### config.mk
export PLATFORM = sky130hd
export DESIGN_NAME = return_address_stack
export DESIGN_NICKNAME = d
export VERILOG_FILES = /design/src/rtl/return_address_stack_pkg.sv /design/src/rtl/return_address_stack_ras_storage.sv /design/src/rtl/return_address_stack.sv
export SDC_FILE = /design/constraint.sdc
export NUM_CORES = 1
export LEC_CHECK = 0
export BUFFER_PORTS_ARGS = -buffer_cell sky130_fd_sc_hd__buf_4
export CAP_MARGIN = 20
export CORE_MARGIN = 2
export CORE_UTILIZATION = 50
export CTS_CLUSTER_DIAMETER = 200
export DETAILED_ROUTE_END_ITERATION = 12
export PLACE_DENSITY = 0.68
export RECOVER_POWER = 25
export SETUP_SLACK_MARGIN = 0.15
export SYNTH_ARGS = -nofsm -noshare
export SYNTH_HDL_FRONTEND = slang
export SYNTH_SLANG_ARGS = --single-unit
export TNS_END_PERCENT = 5
### constraint.sdc
create_clock -name clock -period 5.8 [get_ports clock]
set_clock_uncertainty 0.15 [all_clocks]
set_input_delay 0.58 -clock clock [delete_from_list [all_inputs] [get_ports clock]]
set_output_delay 0.58 -clock clock [all_outputs]
set_load 0.05 [all_outputs]
### src/rtl/return_address_stack_pkg.sv
// Shared definitions for the return address stack and its users.
// Holds the default address width and the PC source select codes.
package return_address_stack_pkg;

  localparam int DEF_ADDR_WIDTH = 32;

  // PC unit source select; control qualifies
  // sig_pop with PC_Src_Ra.
  typedef enum logic [1:0] {
    PC_Src_Dft = 2'd0,
    PC_Src_Ra  = 2'd1,
    PC_Src_BTA = 2'd2,
    PC_Src_Jmp = 2'd3
  } pc_src_e;

endpackage

### src/rtl/return_address_stack_ras_storage.sv
// ras_storage: DEPTH x ADDR_WIDTH register file.
// Ports: i_clk, write port (i_we, i_waddr, i_wdata), async read (i_raddr -> o_rdata).
module ras_storage #(
  parameter int DEPTH      = 8,
  parameter int ADDR_WIDTH = 32,
  parameter int IDX_W      = $clog2(DEPTH)
) (
  input  logic                  i_clk,
  input  logic                  i_we,
  input  logic [IDX_W-1:0]      i_waddr,
  input  logic [ADDR_WIDTH-1:0] i_wdata,
  input  logic [IDX_W-1:0]      i_raddr,
  output logic [ADDR_WIDTH-1:0] o_rdata
);

  logic [ADDR_WIDTH-1:0] r_mem [DEPTH];

  // Contents are deliberately not reset.
  always_ff @(posedge i_clk) begin
    if (i_we && (int'(i_waddr) < DEPTH)) begin
      r_mem[i_waddr] <= i_wdata;
    end
  end

  assign o_rdata = r_mem[i_raddr];

endmodule

### src/rtl/return_address_stack.sv
// Return address stack: LIFO of link addresses for call/return prediction.
// Ports: clock, reset (async high), sig_push/sig_pop/sig_clear_err,
// PushAddress in; ReturnAddress, Count, Empty, Full, Overflow, Underflow out.
module return_address_stack
  import return_address_stack_pkg::*;
#(
  parameter  int DEPTH      = 8,
  parameter  int ADDR_WIDTH = DEF_ADDR_WIDTH,
  localparam int CNT_WIDTH  = $clog2(DEPTH + 1)
) (
  input  logic                  clock,
  input  logic                  reset,
  input  logic                  sig_push,
  input  logic                  sig_pop,
  input  logic                  sig_clear_err,
  input  logic [ADDR_WIDTH-1:0] PushAddress,
  output logic [ADDR_WIDTH-1:0] ReturnAddress,
  output logic [CNT_WIDTH-1:0]  Count,
  output logic                  Empty,
  output logic                  Full,
  output logic                  Overflow,
  output logic                  Underflow
);

  localparam int IDX_W = $clog2(DEPTH);
  localparam logic [CNT_WIDTH-1:0] LP_FULL = CNT_WIDTH'(DEPTH);

  logic [CNT_WIDTH-1:0]  r_sp;
  logic                  r_ovf;
  logic                  r_unf;

  logic                  w_empty;
  logic                  w_full;
  logic                  w_both;
  logic                  w_push_only;
  logic                  w_pop_only;
  logic                  w_we;
  logic [IDX_W-1:0]      w_top_idx;
  logic [IDX_W-1:0]      w_waddr;
  logic [ADDR_WIDTH-1:0] w_rdata;

  assign w_empty     = (r_sp == '0);
  assign w_full      = (r_sp == LP_FULL);
  assign w_both      = sig_push & sig_pop;
  assign w_push_only = sig_push & ~sig_pop;
  assign w_pop_only  = sig_pop & ~sig_push;
  assign w_top_idx   = IDX_W'(r_sp - 1'b1);

  // Push+pop on a non-empty stack replaces the top
  // in place; otherwise a push writes the free slot.
  assign w_we    = w_both | (w_push_only & ~w_full);
  assign w_waddr = (w_both & ~w_empty) ? w_top_idx
                                       : IDX_W'(r_sp);

  ras_storage #(
    .DEPTH      (DEPTH),
    .ADDR_WIDTH (ADDR_WIDTH),
    .IDX_W      (IDX_W)
  ) u_storage (
    .i_clk   (clock),
    .i_we    (w_we),
    .i_waddr (w_waddr),
    .i_wdata (PushAddress),
    .i_raddr (w_top_idx),
    .o_rdata (w_rdata)
  );

  always_ff @(posedge clock or posedge reset) begin
    if (reset) begin
      r_sp  <= '0;
      r_ovf <= 1'b0;
      r_unf <= 1'b0;
    end else begin
      // Clear first so an error on the same
      // edge overrides it below.
      if (sig_clear_err) begin
        r_ovf <= 1'b0;
        r_unf <= 1'b0;
      end
      unique case (1'b1)
        w_both: begin
          if (w_empty) begin
            r_sp  <= r_sp + 1'b1;
            r_unf <= 1'b1;
          end
        end
        w_push_only: begin
          if (w_full) r_ovf <= 1'b1;
          else        r_sp  <= r_sp + 1'b1;
        end
        w_pop_only: begin
          if (w_empty) r_unf <= 1'b1;
          else         r_sp  <= r_sp - 1'b1;
        end
        default: ;
      endcase
    end
  end

  assign ReturnAddress = w_empty ? '0 : w_rdata;
  assign Count         = r_sp;
  assign Empty         = w_empty;
  assign Full          = w_full;
  assign Overflow      = r_ovf;
  assign Underflow     = r_unf;

endmodule

==> results of run 1 <==
## cells in the mapped netlist, types with 3 or more instances
cell type / n / area [um2]
mux4_2: 64 / 1441
nand2b_1: 3 / 18.77
buf_4: 3 / 22.52
edfxtp_1: 256 / 7687
xnor2_1: 3 / 26.28
o21ai_0: 7 / 35.03
dfrtp_1: 6 / 150.1
nor3_1: 9 / 45.04
nand2_1: 3 / 11.26
buf_2: 11 / 55.05
o21a_1: 3 / 22.52
a22o_1: 33 / 289.0
o221ai_1: 3 / 26.28
clkbuf_1: 10 / 37.54
a21oi_1: 4 / 20.02
inv_1: 6 / 22.52
## worst max path at each step
stage | slack [ps] | cells after the start | endpoint | start
3_3_place_gp | 2100 | 5 | u_storage.r_mem[4][18] | Count[0]
6_report | 1860 | 5 | ReturnAddress[13] | Count[0]
3_5_place_dp | 2010 | 5 | u_storage.r_mem[4][18] | Count[0]
5_1_grt | 1700 | 5 | ReturnAddress[13] | Count[0]
4_1_cts | 1720 | 4 | ReturnAddress[13] | Count[0]
2_1_floorplan | 640 | 9 | u_storage.r_mem[0][0] | Count[0]
## per-stage QoR
| step | setup slack, ps | util | instances |
|---|---|---|---|
| detailed placement | 2011 | 0.5544 | 781 |
| floorplan | 643.6 | - | 449 |
| CTS | 1718 | 0.5966 | 828 |
| global placement | 2105 | 0.5534 | 780 |
| finish | 1864 | 0.5940 | 830 |
| global route | 1700 | 0.5938 | 829 |
## per-layer routing
metal  share of wire  track usage  vias up
li1                -            -     2110
met1            0.41       0.2594     2549
met2            0.51       0.3200      172
met3           0.065      0.03656       23
met4           0.017      0.04903        0
met5               0            0        -
## logic make-up (layout without fill, tap and decap cells)
kind of cell	count (synthesis)	after routing	share of synthesized area
AOI/OAI and AO/OA	57	57	0.04358
xor gates and xnor gates	3	3	0.002593
adders and majority gates	2	2	0.002468
buffers and inverters	34	144	0.01839
DFF	262	262	0.7732
muxes	65	65	0.1432
other	0	1	0
and+or+nand+nor	26	26	0.01654
## sequential cells by signal, indices dropped and copies added (netlist names)
signal	flops
u_storage.r_mem	256
Count	4
Overflow	1
Underflow	1
## worst max-delay path, delay by kind of cell (launching register included)
family | cells | cell delay (ps)
compound gates | 1 | 290
fa+ha+maj | 1 | 950
buf+inv | 2 | 290
flops | 1 | 680
mux | 1 | 450
## cell type report
type | instances | share of cell area
antenna | 1 | 0.0002102
timing repair buffer | 91 | 0.05655
multi-input combinational | 153 | 0.1834
clock buffer | 31 | 0.05803
sequential | 262 | 0.6588
clock inverter | 15 | 0.01219
tap | 270 | 0.02838
inverter | 7 | 0.002418
## what timing repair did
item	in CTS	in global routing
endpoints found under the setup margin	0	0
hold endpoints to repair	6	0
hold buffers	1	0
==> impl_metrics.tcl, run 1 <==
set metrics [dict create \
    status "completed" \
    holdWs_ps 156.1 \
    period_needed_ps 3936 \
    fp.dieW_um 146.4 \
    hp-class "primary input to flip-flop" \
    min_to "u_storage.r_mem[4][9]" \
    maxSlewViolCount 0 \
    gr-total-overflow 0 \
    nets 580 \
    wl_per_cell_um 23.96 \
    final_cell_mix "edfxtp_1 (256), mux4_2 (64), buf_4 (63), a22o_1 (33), clkbuf_16 (27)" \
    first_iter_violations 390 \
    grt_max_degree 69 \
    synthCells 449 \
    start_util 0.5058 \
    critical_path_arrival_ps 3210 \
    ios 77 \
    cts_buffer_depth 3 \
    filler_cell_count 1477 \
    area_delta_synth_final_pct 17.43 \
    dieArea_um2 21430 \
    cpMaxStageDelayCell "ha_4" \
    globalplace.congestion 0.7485 \
    hpwlAfterDp_mm 11.18 \
    synth_nets 488 \
    rsz0062_at_grt "false" \
    hold_violations 0 \
    ys.flop_type "edfxtp_1" \
    grt_pass1_wl_mm 30.80 \
    drv_cap 0 \
    viasPerCell 5.848 \
    multi_input_area_um2 2183 \
    insertion_delay_ps 520 \
    drc 0 \
    antenna_found_initial 1 \
    cp-end-kind "output port" \
    clk_pin_slew_ps 60 \
    setup_tns_ps 0 \
    dieHeight_um 146.4 \
    slowest_delay_ps 950 \
    rows 52 \
    crit_required_ps 5070 \
    layout-drive-gt1-share 0.3327 \
    ys_seq_area_frac 0.7732 \
    ff_latch_area_um2 7841 \
    post_cts_resized 0 \
    post_cts_buffers 0 \
    wl_mm 19.89 \
    synth_area_um2 10140 \
    portBuffers 76 \
    relSlewSlack 0.3339 \
    start_kind "flip-flop" \
    max_freq_mhz 254.0 \
    grt_use_total 0.1897 \
    worstMarginPinSlew_ps 999.2 \
    yosysWarnings 0 \
    hold_start "PushAddress[9]" \
    critical_path.cell_chain "inv_4 > ha_4 > mux4_2 > a22o_1 > buf_4" \
    r2r_slack_ps 2020 \
    num_vias 4854 \
    clock-root-buffer "clkbuf_16" \
    setup-violations-final 0 \
    synthArstFlopShare 0.02290 \
    core_um2 20040 \
    antenna_left 0 \
    dpl_cell_area_um2 11110 \
    period_share 0.6787 \
    syn_area_per_cell_um2 22.57 \
    worstSetupPathType "flip-flop to output port" \
    synth_cell_type_count 37 \
    whs_path_depth 1 \
    cts_buffers 26 \
    regToRegStartpoint "Count[0]" \
    stdcell_area_um2 11900 \
    r2r_cells 5 \
    r2r-end "u_storage.r_mem[4][24]" \
    cts_num_sinks 262 \
    synth_edf_count 256 \
    grt_pass1_vias 5194 \
    firstDrtPassIters 5 \
    htree_levels 1 \
    cp_max_fo 68 \
    ys_seq_elements 262 \
    mostFrequentLayoutCell "edfxtp_1" \
    tritoncts "built" \
]
Power of run 1 is not shown: default switching activity piles up to over one toggle a cycle in this logic, so the estimate is an artifact.
==> run 2, diff against run 1 <==
PLACE_DENSITY = 0.71   (was 0.68)
clock period = 3.5 ns   (was 5.8 ns; I/O delays follow)
==> run 2 against run 1 <==
Compared with the run above: worst hold slack worse by 120 ps; register-to-register slack got worse by 1600 ps; sequential cell count is the same; first-iteration DRC count fell by 17%; critical endpoint is now ReturnAddress[30]; non-clock buffer count is 47 higher; die area did not move; count of clock-buffer cells in the layout is the same; utilization up 3.0 points; global-route usage up 0.52 points; largest cell class unchanged.
==> impl_metrics.tcl, run 2 (synthesis gave the netlist of run 1 again) <==
set metrics [dict create \
    status "completed" \
    critical_path.cell_chain "inv_1 > ha_4 > buf_4 > mux4_2 > a22o_1 > buf_4" \
    relSlewSlack 0.5606 \
    cp-end-kind "output port" \
    worst_slack_ps 315.7 \
    mostFrequentLayoutCell "edfxtp_1" \
    cp_common_cell "buf_4" \
    globalplace.congestion 0.7441 \
    worstSetupPathType "flip-flop to output port" \
    portBuffers 76 \
    r2r_cells 9 \
    slowest_delay_ps 510 \
    hpwlAfterDp_mm 11.44 \
    setup-violations-final 0 \
    start_util 0.5058 \
    wl_per_cell_um 23.39 \
    maxSlewViolCount 0 \
    first_iter_violations 323 \
    r2r-end "u_storage.r_mem[2][4]" \
    final_cell_mix "edfxtp_1 (256), buf_4 (78), mux4_2 (64), dlygate4sd3_1 (34), a22o_1 (33)" \
    rsz0062_at_grt "false" \
    path_delay_family "buffers and inverters" \
    hold_start "sig_pop" \
    drv_cap 0 \
    viasPerCell 5.798 \
    worstMarginPinSlew_ps 659.1 \
    dp_worst_setup_slack_ps 613.4 \
    holdWs_ps 31.64 \
    layout-drive-gt1-share 0.3503 \
    tritoncts "built" \
    area_delta_synth_final_pct 23.43 \
    crit_cells 6 \
    top_register "u_storage.r_mem" \
    regToRegStartpoint "Count[1]" \
    nets 628 \
    hp-class "primary input to flip-flop" \
    instances_no_fill 878 \
    cts_buffers 26 \
    grt_pass1_vias 5261 \
    wl_mm 20.53 \
    firstDrtPassIters 5 \
    grt_max_degree 36 \
    cts_num_sinks 262 \
    rows 52 \
    dieArea_um2 21430 \
    core_um2 20040 \
    period_share 0.9098 \
    antenna_cells 0 \
    whs_path_depth 2 \
    max_freq_mhz 314.0 \
    period_needed_ps 3184 \
    start_kind "flip-flop" \
    hold_violations 0 \
    insertion_delay_ps 520 \
    clock-root-buffer "clkbuf_16" \
    htree_levels 1 \
    antenna_left 0 \
    clk_pin_slew_ps 60 \
    dieHeight_um 146.4 \
    antenna_found_initial 0 \
    cp_max_fo 19 \
    fp.dieW_um 146.4 \
    drc 0 \
    grt_use_total 0.1949 \
    gr-total-overflow 0 \
    r2r_slack_ps 430 \
    largest_reg_flops 256 \
    cts_buffer_depth 3 \
    min_to "Underflow" \
    crit_required_ps 3000 \
    crit_buf_inv 3 \
    grt_pass1_wl_mm 31.57 \
    dp.cells 792 \
    num_vias 5091 \
    critical_path_arrival_ps 2680 \
    ios 77 \
    cpMaxStageDelayCell "ha_4" \
]
[run 2: per-stage QoR]
step / utilization / TNS, ps / area, um2
after floorplan: - / -3100 / 10330
after global placement: 0.5639 / 0 / 11300
after detailed placement: 0.5639 / 0 / 11300
after CTS: 0.6238 / 0 / 12500
after global routing: 0.6243 / 0 / 12510
final: 0.6243 / 0 / 12510
[run 2: cell type report]
class	count	area, um2
sequential	262	7843
fill	1454	7528
multi-input combinational	154	2335
timing repair buffer	138	1107
clock buffer	31	690.7
tap	270	337.8
clock inverter	16	160.2
inverter	7	37.54
[run 2: what timing repair did]
action / in CTS / in global routing
pin swaps: 1 / 1
hold buffers: 34 / 0
gates cloned: 1 / 0
resized for setup: 0 / 3
hold endpoints to repair: 263 / 0
setup buffers: 0 / 4
endpoints found under the setup margin: 14 / 25
[run 2: metal layers]
metal  GRT usage  up-vias  part of all wire
li1            -     2214                 -
met1      0.2883     2684              0.44
met2      0.3118      167              0.49
met3     0.03188       26             0.057
met4     0.04612        0             0.015
met5           0        -                 0
[run 2: worst max path at each step]
stage | endpoint | start
2_1_floorplan | u_storage.r_mem[1][0] | Count[0]
3_3_place_gp | u_storage.r_mem[2][9] | Count[1]
3_5_place_dp | u_storage.r_mem[2][9] | Count[1]
4_1_cts | ReturnAddress[30] | Count[1]
5_1_grt | ReturnAddress[23] | Count[0]
6_report | ReturnAddress[30] | Count[1]
Power of run 2 is left out for the same reason.
